<file path="src/rtl/phase_monitor_pkg.sv">
// Shared types and constants for the phase-array status display.
package phase_monitor_pkg;

    typedef enum logic [1:0] {
        MANUAL = 2'b00,
        AUTO   = 2'b01,
        FREEZE = 2'b10,
        ERRCNT = 2'b11
    } mode_e;

    localparam logic [6:0] BLANK_SEG       = 7'h7F;
    localparam int         DIGITS_PER_PAGE = 6;
    localparam int         CH_PER_PAGE     = 3;

    function automatic int num_pages(input int nch);
        return (nch + CH_PER_PAGE - 1) / CH_PER_PAGE;
    endfunction

endpackage

</file>
<file path="src/rtl/hex_to_7seg.sv">
// Nibble to active-low 7-segment pattern, segment order {g,f,e,d,c,b,a}.
module hex_to_7seg (
    input  logic [3:0] i_hex,
    output logic [6:0] o_seg
);

    always_comb begin
        o_seg = 7'h7F;
        case (i_hex)
            4'h0: o_seg = 7'h40;
            4'h1: o_seg = 7'h79;
            4'h2: o_seg = 7'h24;
            4'h3: o_seg = 7'h30;
            4'h4: o_seg = 7'h19;
            4'h5: o_seg = 7'h12;
            4'h6: o_seg = 7'h02;
            4'h7: o_seg = 7'h78;
            4'h8: o_seg = 7'h00;
            4'h9: o_seg = 7'h10;
            4'hA: o_seg = 7'h08;
            4'hB: o_seg = 7'h03;
            4'hC: o_seg = 7'h46;
            4'hD: o_seg = 7'h21;
            4'hE: o_seg = 7'h06;
            4'hF: o_seg = 7'h0E;
            default: o_seg = 7'h7F;
        endcase
    end

endmodule

</file>
<file path="src/rtl/key_debounce.sv">
// Raw active-low key: 2-FF sync, stability filter, one-cycle pulse on accepted press.
module key_debounce #(
    parameter int DEBOUNCE_CYCLES = 500_000
) (
    input  logic i_clk,
    input  logic i_rst_n,
    input  logic i_key_n,
    output logic o_press
);

    localparam int CW = $clog2(DEBOUNCE_CYCLES + 1);

    logic          r_s1, r_s2, r_level, r_press;
    logic [CW-1:0] r_cnt;

    always_ff @(posedge i_clk or negedge i_rst_n) begin
        if (!i_rst_n) begin
            r_s1    <= 1'b1;
            r_s2    <= 1'b1;
            r_level <= 1'b1;
            r_cnt   <= '0;
            r_press <= 1'b0;
        end else begin
            r_s1    <= i_key_n;
            r_s2    <= r_s1;
            r_press <= 1'b0;
            if (r_s2 == r_level) begin
                r_cnt <= '0;
            end else if (r_cnt == CW'(DEBOUNCE_CYCLES - 1)) begin
                // old level 1 means this acceptance is the 1->0 press edge
                r_level <= r_s2;
                r_cnt   <= '0;
                r_press <= r_level;
            end else begin
                r_cnt <= r_cnt + 1'b1;
            end
        end
    end

    assign o_press = r_press;

endmodule

</file>
<file path="src/rtl/phase_monitor.sv">
// Paged 7-segment phase display with manual/auto/freeze/error-count modes,
// read-error tracking and heartbeat LED.
module phase_monitor
    import phase_monitor_pkg::*;
#(
    parameter int NUM_CHANNELS     = 4,
    parameter int PHASE_W          = 8,
    parameter int DEBOUNCE_CYCLES  = 500_000,
    parameter int SCROLL_CYCLES    = 50_000_000,
    parameter int HEARTBEAT_CYCLES = 16_777_216
) (
    input  logic                                 sys_clk,
    input  logic                                 ext_rst_n,
    input  logic [NUM_CHANNELS-1:0][PHASE_W-1:0] phases,
    input  logic                                 read_error,
    input  logic [1:0]                           mode_sw,
    input  logic                                 step_key_n,
    input  logic                                 clear_key_n,
    output logic [9:0]                           ledr,
    output logic [5:0][6:0]                      hex
);

    localparam int NUM_PAGES = num_pages(NUM_CHANNELS);
    localparam int SCW       = $clog2(SCROLL_CYCLES + 1);
    localparam int HBW       = $clog2(HEARTBEAT_CYCLES + 1);

    logic [1:0]                        r_mode_s1, r_mode_s2;
    mode_e                             r_mode_q, w_mode;
    logic                              w_enter, w_step, w_clear, w_adv;
    logic [7:0]                        r_page, w_page_nxt, r_ledr_page;
    logic [SCW-1:0]                    r_scroll, w_scroll_nxt;
    logic [HBW-1:0]                    r_hb_cnt;
    logic                              r_hb;
    logic                              r_re_d, r_rise, r_err_flag, w_flag_nxt;
    logic [15:0]                       r_err_cnt, w_cnt_nxt;
    logic [NUM_CHANNELS-1:0][7:0]      w_ph, r_snap, w_src;
    logic [9:0]                        w_ch;
    logic [DIGITS_PER_PAGE-1:0][3:0]   w_nib;
    logic [DIGITS_PER_PAGE-1:0]        w_blank;
    logic [DIGITS_PER_PAGE-1:0][6:0]   w_seg, r_hex;

    for (genvar c = 0; c < NUM_CHANNELS; c++) begin : g_ext
        assign w_ph[c] = 8'(phases[c]);
    end

    key_debounce #(.DEBOUNCE_CYCLES(DEBOUNCE_CYCLES)) u_step_key (
        .i_clk(sys_clk), .i_rst_n(ext_rst_n), .i_key_n(step_key_n), .o_press(w_step)
    );

    key_debounce #(.DEBOUNCE_CYCLES(DEBOUNCE_CYCLES)) u_clear_key (
        .i_clk(sys_clk), .i_rst_n(ext_rst_n), .i_key_n(clear_key_n), .o_press(w_clear)
    );

    always_comb begin
        w_mode  = mode_e'(r_mode_s2);
        w_enter = (w_mode != r_mode_q);

        // scroll timer idles at zero and restarts on every entry into auto
        w_adv        = 1'b0;
        w_scroll_nxt = '0;
        if (w_mode == AUTO && !w_enter) begin
            if (r_scroll == SCW'(SCROLL_CYCLES - 1)) w_adv = 1'b1;
            else                                     w_scroll_nxt = r_scroll + 1'b1;
        end
        if (w_mode == MANUAL && w_step) w_adv = 1'b1;

        w_page_nxt = r_page;
        if (w_adv) w_page_nxt = (r_page == 8'(NUM_PAGES - 1)) ? 8'd0 : r_page + 8'd1;

        w_flag_nxt = r_err_flag;
        w_cnt_nxt  = r_err_cnt;
        if (w_clear) begin
            w_flag_nxt = 1'b0;
            w_cnt_nxt  = '0;
        end else if (r_rise) begin
            w_flag_nxt = 1'b1;
            if (r_err_cnt != 16'hFFFF) w_cnt_nxt = r_err_cnt + 16'd1;
        end

        // freeze entry cycle shows the live value being captured
        w_src = (w_mode == FREEZE && !w_enter) ? r_snap : w_ph;
    end

    always_comb begin
        w_nib   = '0;
        w_blank = '1;
        w_ch    = '0;
        if (w_mode == ERRCNT) begin
            for (int d = 0; d < 4; d++) begin
                w_nib[d]   = w_cnt_nxt[4*d +: 4];
                w_blank[d] = 1'b0;
            end
        end else begin
            for (int i = 0; i < CH_PER_PAGE; i++) begin
                w_ch = {2'b00, w_page_nxt} * 10'(CH_PER_PAGE) + 10'(i);
                for (int c = 0; c < NUM_CHANNELS; c++) begin
                    if (w_ch == 10'(c)) begin
                        w_nib[5-2*i]   = w_src[c][7:4];
                        w_nib[4-2*i]   = w_src[c][3:0];
                        w_blank[5-2*i] = 1'b0;
                        w_blank[4-2*i] = 1'b0;
                    end
                end
            end
        end
    end

    for (genvar d = 0; d < DIGITS_PER_PAGE; d++) begin : g_seg
        hex_to_7seg u_seg (.i_hex(w_nib[d]), .o_seg(w_seg[d]));
    end

    always_ff @(posedge sys_clk or negedge ext_rst_n) begin
        if (!ext_rst_n) begin
            r_mode_s1   <= 2'b00;
            r_mode_s2   <= 2'b00;
            r_mode_q    <= MANUAL;
            r_page      <= '0;
            r_scroll    <= '0;
            r_hb_cnt    <= '0;
            r_hb        <= 1'b0;
            r_re_d      <= 1'b0;
            r_rise      <= 1'b0;
            r_err_flag  <= 1'b0;
            r_err_cnt   <= '0;
            r_snap      <= '0;
            r_ledr_page <= '0;
            r_hex       <= {DIGITS_PER_PAGE{BLANK_SEG}};
        end else begin
            r_mode_s1  <= mode_sw;
            r_mode_s2  <= r_mode_s1;
            r_mode_q   <= w_mode;
            r_page     <= w_page_nxt;
            r_scroll   <= w_scroll_nxt;
            r_re_d     <= read_error;
            r_rise     <= read_error & ~r_re_d;
            r_err_flag <= w_flag_nxt;
            r_err_cnt  <= w_cnt_nxt;
            if (w_mode == FREEZE && w_enter) r_snap <= w_ph;
            if (r_hb_cnt == HBW'(HEARTBEAT_CYCLES - 1)) begin
                r_hb_cnt <= '0;
                r_hb     <= ~r_hb;
            end else begin
                r_hb_cnt <= r_hb_cnt + 1'b1;
            end
            r_ledr_page <= (w_mode == ERRCNT) ? 8'd0 : w_page_nxt;
            for (int d = 0; d < DIGITS_PER_PAGE; d++)
                r_hex[d] <= w_blank[d] ? BLANK_SEG : w_seg[d];
        end
    end

    assign ledr = {r_hb, r_err_flag, r_ledr_page};
    assign hex  = r_hex;

endmodule

</file>
<file path="config.mk">
export PLATFORM = sky130hd
export DESIGN_NAME = phase_monitor
export DESIGN_NICKNAME = d
export VERILOG_FILES = /design/src/rtl/phase_monitor_pkg.sv /design/src/rtl/hex_to_7seg.sv /design/src/rtl/key_debounce.sv /design/src/rtl/phase_monitor.sv
export SDC_FILE = /design/constraint.sdc
export NUM_CORES = 1
export LEC_CHECK = 0
export CORE_MARGIN = 4
export CORE_UTILIZATION = 40
export CTS_CLUSTER_SIZE = 12
export DETAILED_ROUTE_END_ITERATION = 7
export PLACE_DENSITY = 0.69
export SYNTH_ARGS = -nofsm -noshare
export SYNTH_HDL_FRONTEND = slang
export SYNTH_SLANG_ARGS = --single-unit
</file>
<file path="constraint.sdc">
create_clock -name sys_clk -period 6.9 [get_ports sys_clk]
set_clock_uncertainty 0.05 [all_clocks]
set_input_delay 0.69 -clock sys_clk [delete_from_list [all_inputs] [get_ports sys_clk]]
set_output_delay 0.69 -clock sys_clk [all_outputs]
set_load 0.01 [all_outputs]
</file>
After elaboration in Yosys (flattened, before gate mapping)
Memory sizes are Yosys's and may differ from the RTL's.
Cells that the tools add are included.
{"block": "totals", "ff_bits": 213, "mem_bits_ro": 672, "output_inout_bits": 52, "word_cells": 142, "mem_count": 6}
{"name": "(no name shown)", "words": 16, "width": 7, "rd": 1, "rd_ports_with_merged_regs": 0, "write_ports": 0, "line": "hex_to_7seg.sv:9", "text": "case (i_hex)"}
{"name": "(no name shown)", "words": 16, "width": 7, "rd": 1, "rd_ports_with_merged_regs": 0, "write_ports": 0, "line": "hex_to_7seg.sv:9"}
{"name": "(no name shown)", "words": 16, "width": 7, "rd": 1, "rd_ports_with_merged_regs": 0, "write_ports": 0, "line": "hex_to_7seg.sv:9"}
{"name": "(no name shown)", "words": 16, "width": 7, "rd": 1, "rd_ports_with_merged_regs": 0, "write_ports": 0, "line": "hex_to_7seg.sv:9"}
{"name": "(no name shown)", "words": 16, "width": 7, "rd": 1, "rd_ports_with_merged_regs": 0, "write_ports": 0, "line": "hex_to_7seg.sv:9"}
{"name": "(no name shown)", "words": 16, "width": 7, "rd": 1, "rd_ports_with_merged_regs": 0, "write_ports": 0, "line": "hex_to_7seg.sv:9"}
{"block": "classes", "n_addsub": 8, "mul": 1, "n_eq_ne": 21, "mux": 57, "bitwise": 5, "n_reduce_logical": 12}
{"cell": "8-bit 2-to-1 mux", "n": 16}
{"cell": "19-bit 2-to-1 mux", "n": 4}
{"cell": "16-bit 2-to-1 mux", "n": 4}
{"cell": "10-bit by 2-bit equality test with 1-bit output (second input constant)", "n": 6}
{"cell": "26-bit 2-to-1 mux", "n": 2}
{"cell": "7-bit 2-to-1 mux", "n": 6}
{"cell": "19-bit by 1-bit adder with 19-bit output (second input constant)", "n": 2}
{"cell": "19-bit equality test (second input constant)", "n": 2}
{"cell": "32-bit 2-to-1 mux", "n": 1}
{"cell": "10-bit by 1-bit equality test with 1-bit output (second input constant)", "n": 3}
{"cell": "10-bit zero test", "n": 3}
{"cell": "26-bit by 1-bit adder with 26-bit output (second input constant)", "n": 1}
{"cell": "26-bit equality test (second input constant)", "n": 1}
{"cell": "2-bit 2-to-1 mux", "n": 13}
{"cell": "25-bit by 1-bit adder with 25-bit output (second input constant)", "n": 1}
{"cell": "25-bit by 24-bit equality test with 1-bit output (second input constant)", "n": 1}
{"cell": "25-bit 2-to-1 mux", "n": 1}
{"cell": "16-bit by 1-bit adder with 16-bit output (second input constant)", "n": 1}
{"cell": "16-bit inequality test (second input constant)", "n": 1}
{"cell": "10-bit by 1-bit adder with 10-bit output (second input constant)", "n": 1}
{"cell": "10-bit by 2-bit adder with 10-bit output (second input constant)", "n": 1}
{"cell": "8-bit by 2-bit multiplier with 10-bit output (second input constant)", "n": 1}
{"cell": "1-bit 2-to-1 mux", "n": 9}
{"cell": "8-bit by 1-bit adder with 8-bit output (second input constant)", "n": 1}
{"cell": "other kinds (13)", "n": 22}

Longest topological paths before layout
An unclocked memory read counts as a cell.
{"block": "depth", "depth_word": 16, "mapped_depth": 26, "ltp_nobuf": 25}

By module
From an unflattened synthesis, not the netlist that was laid out.
{"block": "unflattened", "hier_cells": 1285, "hier_area_um2": 12922.4}
{"module": "phase_monitor", "n_inst": 1, "cells_each": 877, "area_each_um2": 9009.9, "seq_area_each_um2": 4231.6}
{"module": "hex_to_7seg", "n_inst": 6, "cells_each": 32, "area_each_um2": 275.3, "seq_area_each_um2": 0.0}
{"module": "key_debounce at u_step_key", "n_inst": 1, "cells_each": 106, "area_each_um2": 1138.6, "seq_area_each_um2": 579.3}
{"module": "key_debounce at u_clear_key", "n_inst": 1, "cells_each": 110, "area_each_um2": 1122.3, "seq_area_each_um2": 579.3}

Least setup slack after synthesis
Ideal clock, no wire load.
{"block": "synth_path", "kind": "register to register", "from": "register r_scroll[7]", "to": "register r_hex, in the netlist hex[5]", "arrival_time_ns": 5.598, "required_time_ns": 6.765, "slack_ns": 1.167, "stages_incl_launch_ff": 24, "path_buffers": 1, "synth_period_minus_slack_ns": 5.733, "path_cell_list": "dfrtp_1 > or4_4 > nor4_4 > a21boi_2 > or3_1 > and2_4 > buf_6 > inv_1 > ha_1 > inv_1 > fa_1 > nand2b_1 > a2111o_1 > o311a_1 > nor4_1 > a21oi_1 > or3_1 > a21oi_4 > a31oi_1 > inv_1 > ha_1 > a21boi_0 > nor2_1 > o221ai_1"}
{"block": "synth_between", "elab_chain_cells": 15, "elab_cells_between_ends": 23, "classes_between": "1 x add/sub; 1 x mul; 4 x eq/ne; 15 x mux; 1 x reduce/logical; 1 x memory"}
{"item": "start: declaration", "line": "phase_monitor.sv:31", "text": "logic [SCW-1:0] r_scroll, w_scroll_nxt;"}
{"item": "start signal: assignment", "line": "phase_monitor.sv:133", "text": "r_scroll <= w_scroll_nxt;"}
{"item": "26-bit equality test *", "line": "phase_monitor.sv:62", "text": "if (r_scroll == SCW'(SCROLL_CYCLES - 1)) w_adv = 1'b1;"}
{"item": "1-bit 2-to-1 mux *", "line": "phase_monitor.sv:62"}
{"item": "1-bit 2-to-1 mux *", "line": "phase_monitor.sv:61", "text": "if (w_mode == AUTO && !w_enter) begin"}
{"item": "1-bit 2-to-1 mux *", "line": "phase_monitor.sv:65", "text": "if (w_mode == MANUAL && w_step) w_adv = 1'b1;"}
{"item": "8-bit 2-to-1 mux *", "line": "phase_monitor.sv:68", "text": "if (w_adv) w_page_nxt = (r_page == 8'(NUM_PAGES - 1)) ? 8'd0 : r_page + 8'd1;"}
{"item": "named net w_page_nxt[0]", "line": "phase_monitor.sv:30", "text": "logic [7:0] r_page, w_page_nxt, r_ledr_page;"}
{"item": "8-bit by 2-bit multiplier with 10-bit output *", "line": "phase_monitor.sv:95", "text": "w_ch = {2'b00, w_page_nxt} * 10'(CH_PER_PAGE) + 10'(i);"}
{"item": "10-bit by 2-bit adder with 10-bit output *", "line": "phase_monitor.sv:95"}
{"item": "10-bit zero test", "line": "phase_monitor.sv:97", "text": "if (w_ch == 10'(c)) begin"}
{"item": "8-bit 2-to-1 mux (4 in a row)", "line": "phase_monitor.sv:97"}
{"item": "16-bit 2-to-1 mux", "line": "phase_monitor.sv:88", "text": "if (w_mode == ERRCNT) begin"}
{"item": "memory 16 x 7 bit"}
{"item": "7-bit 2-to-1 mux *", "line": "phase_monitor.sv:147", "text": "r_hex[d] <= w_blank[d] ? BLANK_SEG : w_seg[d];"}
{"item": "end signal: assignment", "line": "phase_monitor.sv:127", "text": "r_hex <= {DIGITS_PER_PAGE{BLANK_SEG}};"}
{"item": "end signal: indexed assignment", "line": "phase_monitor.sv:147"}
{"item": "end: declaration", "line": "phase_monitor.sv:40", "text": "logic [DIGITS_PER_PAGE-1:0][6:0] w_seg, r_hex;"}
Mark *: on every way through the listed nets, which the timed path passes. The rest lies on a longest branch.
A chain may end at the register's enable or synchronous reset.

Worst setup path in the final report
{"block": "layout_path", "from": "register r_page[1]", "to": "register r_hex, in the netlist hex[5]"}
{"block": "layout_between", "elab_chain_cells": 13, "elab_cells_between_ends": 22, "classes_between": "2 x add/sub; 1 x mul; 4 x eq/ne; 13 x mux; 1 x reduce/logical; 1 x memory"}
{"item": "start: declaration", "line": "phase_monitor.sv:30"}
{"item": "start signal: assignment", "line": "phase_monitor.sv:132", "text": "r_page <= w_page_nxt;"}
{"item": "8-bit by 1-bit adder with 8-bit output / 8-bit by 1-bit equality test with 1-bit output (equally long branches)", "line": "phase_monitor.sv:68"}
{"item": "8-bit 2-to-1 mux * (2 in a row)", "line": "phase_monitor.sv:68"}
{"item": "named net w_page_nxt[2]", "line": "phase_monitor.sv:30"}
{"item": "8-bit by 2-bit multiplier with 10-bit output *", "line": "phase_monitor.sv:95"}
{"item": "10-bit by 2-bit adder with 10-bit output *", "line": "phase_monitor.sv:95"}
{"item": "10-bit zero test", "line": "phase_monitor.sv:97"}
{"item": "8-bit 2-to-1 mux (4 in a row)", "line": "phase_monitor.sv:97"}
{"item": "16-bit 2-to-1 mux", "line": "phase_monitor.sv:88"}
{"item": "memory 16 x 7 bit"}
{"item": "7-bit 2-to-1 mux *", "line": "phase_monitor.sv:147"}
Marks and branches as above.

==> impl_metrics.json <==
{
  "status": "finished, final reports clean",
  "synthFlopType": "dfrtp_1",
  "die_w_um": 184,
  "rsz0062_at_grt": "false",
  "drive_gt1_frac": 0.125,
  "multi_input_area_um2": 6610,
  "crit_fanout": 12,
  "worst_pin_slew_ns": 1.01,
  "arrival_ns": 6.74,
  "synth_edf_count": 0,
  "dp.cells": 1722,
  "peakVddDrop_uv": 183,
  "clk_latency_ns": 0.54,
  "reg2reg_depth": 21,
  "drt-initial-drc-count": 653,
  "switching_power_w": 0.000853,
  "rr_startpoint": "r_page[1]",
  "required_ns": 7.30,
  "drc_errors": 0,
  "grt_usage": 0.165,
  "start_kind": "flop",
  "fin_nets": 1451,
  "synth_nets": 1375,
  "dieHeight_um": 184,
  "path_clk_slew_ns": 0.06,
  "via_count": 9708,
  "period_share": 0.919,
  "clkPwrFrac": 0.406,
  "synth_area_um2": 12400,
  "gp_congestion": 0.893,
  "nFillCells": 2890,
  "drv_cap": 0,
  "ys_types": 84,
  "cts_hold_buf": 0,
  "cts_made_buffers": 25,
  "p_sw_frac": 0.262,
  "ant_nets": 0,
  "via_per_inst": 5.49,
  "leakagePower_nw": 6.06,
  "clock.fmax_ghz": 0.158,
  "async_flop_share": 1.00,
  "syn_area_per_cell_um2": 9.70,
  "grt-ovfl-total": 0,
  "htreeDepth": 1,
  "core_um2": 30600,
  "worstHoldPathType": "in -> async",
  "yosysWarnings": 0,
  "port_buffers": 90,
  "cts-resized-gates": 0,
  "wl_per_cell_um": 16.2,
  "area.sequential_um2": 5390,
  "clock_path_buffers": 3,
  "synthCells": 1277,
  "row_count": 64,
  "die_area_um2": 33900,
  "sequentialPowerShare": 0.440,
  "post_cts_buffers": 0,
  "internal-power_w": 0.00240,
  "rrSetupSlack_ns": 0.56,
  "final_cells": 1768,
  "final_max_slew_viol_count": 0,
  "grt_pass1_wl_mm": 46.9,
  "cts_num_sinks": 213,
  "dp_hpwl_mm": 20.9,
  "cts_tree": "built",
  "p_comb_frac": 0.154,
  "hold_viol": 0,
  "yosysSeqAreaShare": 0.435,
  "r2r-end": "hex[5]",
  "drt_pass1_iterations": 5,
  "areaGrowthSynthToFinish_pct": 17.1,
  "grt_pass1_vias": 9380,
  "start_util": 0.405,
  "relSlewSlack": 0.320,
  "setup_viol": 0,
  "num_io_pins": 91,
  "fin_tns_setup_ns": 0,
  "period_minus_slack_ns": 6.34,
  "p_per_area_nw_per_um2": 224,
  "critPathKind": "reg -> reg",
  "grt_max_degree": 84,
  "crit_path_end_kind": "flop",
  "routed_wl_mm": 28.7,
  "cts_root_buffer": "clkbuf_16",
  "antenna_found_initial": 1,
  "ys_ff_latch": 213,
  "antenna_cells": 0
}
## metal layers
layer,share of wire,vias up,GRT usage
met2,0.47,239,0.271
met1,0.45,4701,0.225
met4,0.031,2,0.0538
met5,0.00045,-,0
met3,0.054,61,0.0265
li1,-,4705,-
## worst max-delay path by stage
stage	from	end	slack (ns)	cells past startpoint
after CTS	r_page[1]	hex[5]	0.55	21
final	r_page[1]	hex[5]	0.56	21
after global routing	r_page[1]	hex[5]	0.11	21
after global placement	r_scroll[7]	hex[5]	0.85	22
after detailed placement	r_page[1]	hex[5]	0.66	21
after floorplan	r_scroll[7]	hex[5]	1.17	23
## critical path: stages (launching register included)
cell and delay, ns:
dfrtp_1 0.41, inv_1 0.07, ha_1 0.13, or4b_2 0.58, nor4_1 0.41, nor2_1 0.08
mux2i_1 0.35, inv_1 0.15, ha_1 0.32, a211o_1 0.36, a21oi_1 0.23, o21bai_1 0.11
a21oi_1 0.18, xor2_1 0.80, nand4_1 0.35, a21oi_4 0.39, a31oi_1 0.25, inv_1 0.22
ha_1 0.19, a21boi_0 0.32, nor2_1 0.10, o221ai_1 0.20
## layout by cell type, fill, tap and decap left out, drive strengths merged, types with 8 or more instances in the layout
master         Yosys  routed
nor3              26      26
buf               11       9
clkdlybuf4s50      0      89
o21ai             55      55
clkbuf            39      38
xnor2             39      39
nand2            119     119
and2              12      12
inv               51      53
a21oi             29      29
o211ai             8       8
a31oi             16      16
mux2i             55      55
nor4              16      16
mux2              39      39
nand3             75      75
and3              21      21
nor2             148     148
or3               15      15
ha                58      58
dfstp             48      48
dfrtp            165     165
o221ai            34      34
xor2              55      55
nand4             19      19
## cells in the mapped netlist (all sizes together), types with 11 or more instances
library cell / instances / area [um^2]
or3: 15 / 93.8
and2: 12 / 77.6
xnor2: 39 / 342
mux2: 39 / 439
mux2i: 55 / 551
dfrtp: 165 / 4130
nand2: 119 / 447
inv: 51 / 191
buf: 11 / 77.6
and3: 21 / 133
o221ai: 34 / 304
dfstp: 48 / 1260
ha: 58 / 726
nor2: 148 / 556
o21ai: 55 / 275
a31oi: 16 / 115
nor4: 16 / 121
clkbuf: 39 / 146
nor3: 26 / 130
nand4: 19 / 119
nand3: 75 / 375
xor2: 55 / 482
a21oi: 29 / 160
## final cells by class
class,count,share of cell area
Clock buffer,37,0.0511
Clock inverter,9,0.00656
Inverter,53,0.0137
Multi-Input combinational cell,961,0.456
Sequential cell,213,0.372
Tap cell,396,0.0342
Timing Repair Buffer,99,0.0670
## per-stage QoR
step	hold slack (ns)	total power, W	utilization	cell area (um^2)	setup slack (ns)
final	0.0505	0.00325	0.474	14500	0.560
after detailed placement	0.297	0.00196	0.447	13700	0.660
after global placement	0.287	0.00194	0.447	13700	0.850
after global routing	0.0731	0.00341	0.474	14500	0.106
after floorplan	0.281	0.00174	-	12400	1.17
after CTS	0.0654	0.00329	0.474	14500	0.550
## power groups by stage
| stage | Sequential, W | Clock [W] | Combinational, W |
|---|---|---|---|
| 6_report | 0.00143 | 0.00132 | 0.000501 |
| 5_1_grt | 0.00145 | 0.00141 | 0.000556 |
| 4_1_cts | 0.00143 | 0.00136 | 0.000505 |
| 3_5_place_dp | 0.00146 | 0 | 0.000504 |
| 3_3_place_gp | 0.00145 | 0 | 0.000491 |
| 2_1_floorplan | 0.00147 | 0 | 0.000272 |
## kinds of logic (layout without fill, tap and decap cells)
kind of cell | Yosys count | after routing | share of synthesized area
compound gates | 213 | 213 | 0.127
xor+xnor | 94 | 94 | 0.0664
fa+ha+maj | 59 | 59 | 0.0602
buf+inv | 103 | 198 | 0.0341
flops | 213 | 213 | 0.435
mux | 94 | 94 | 0.0799
simple gates | 501 | 501 | 0.198
## state kept, by name, indices dropped and copies added, names as in the netlist, 2 cells and up
signal / count
r_mode_s2: 2
r_err_cnt: 16
r_mode_s1: 2
r_mode_q: 2
u_clear_key.r_cnt: 19
r_snap: 32
r_hb_cnt: 25
u_step_key.r_cnt: 19
r_ledr_page: 8
r_scroll: 26
hex: 42
r_page: 8
Power figures use the tool's default switching activity.
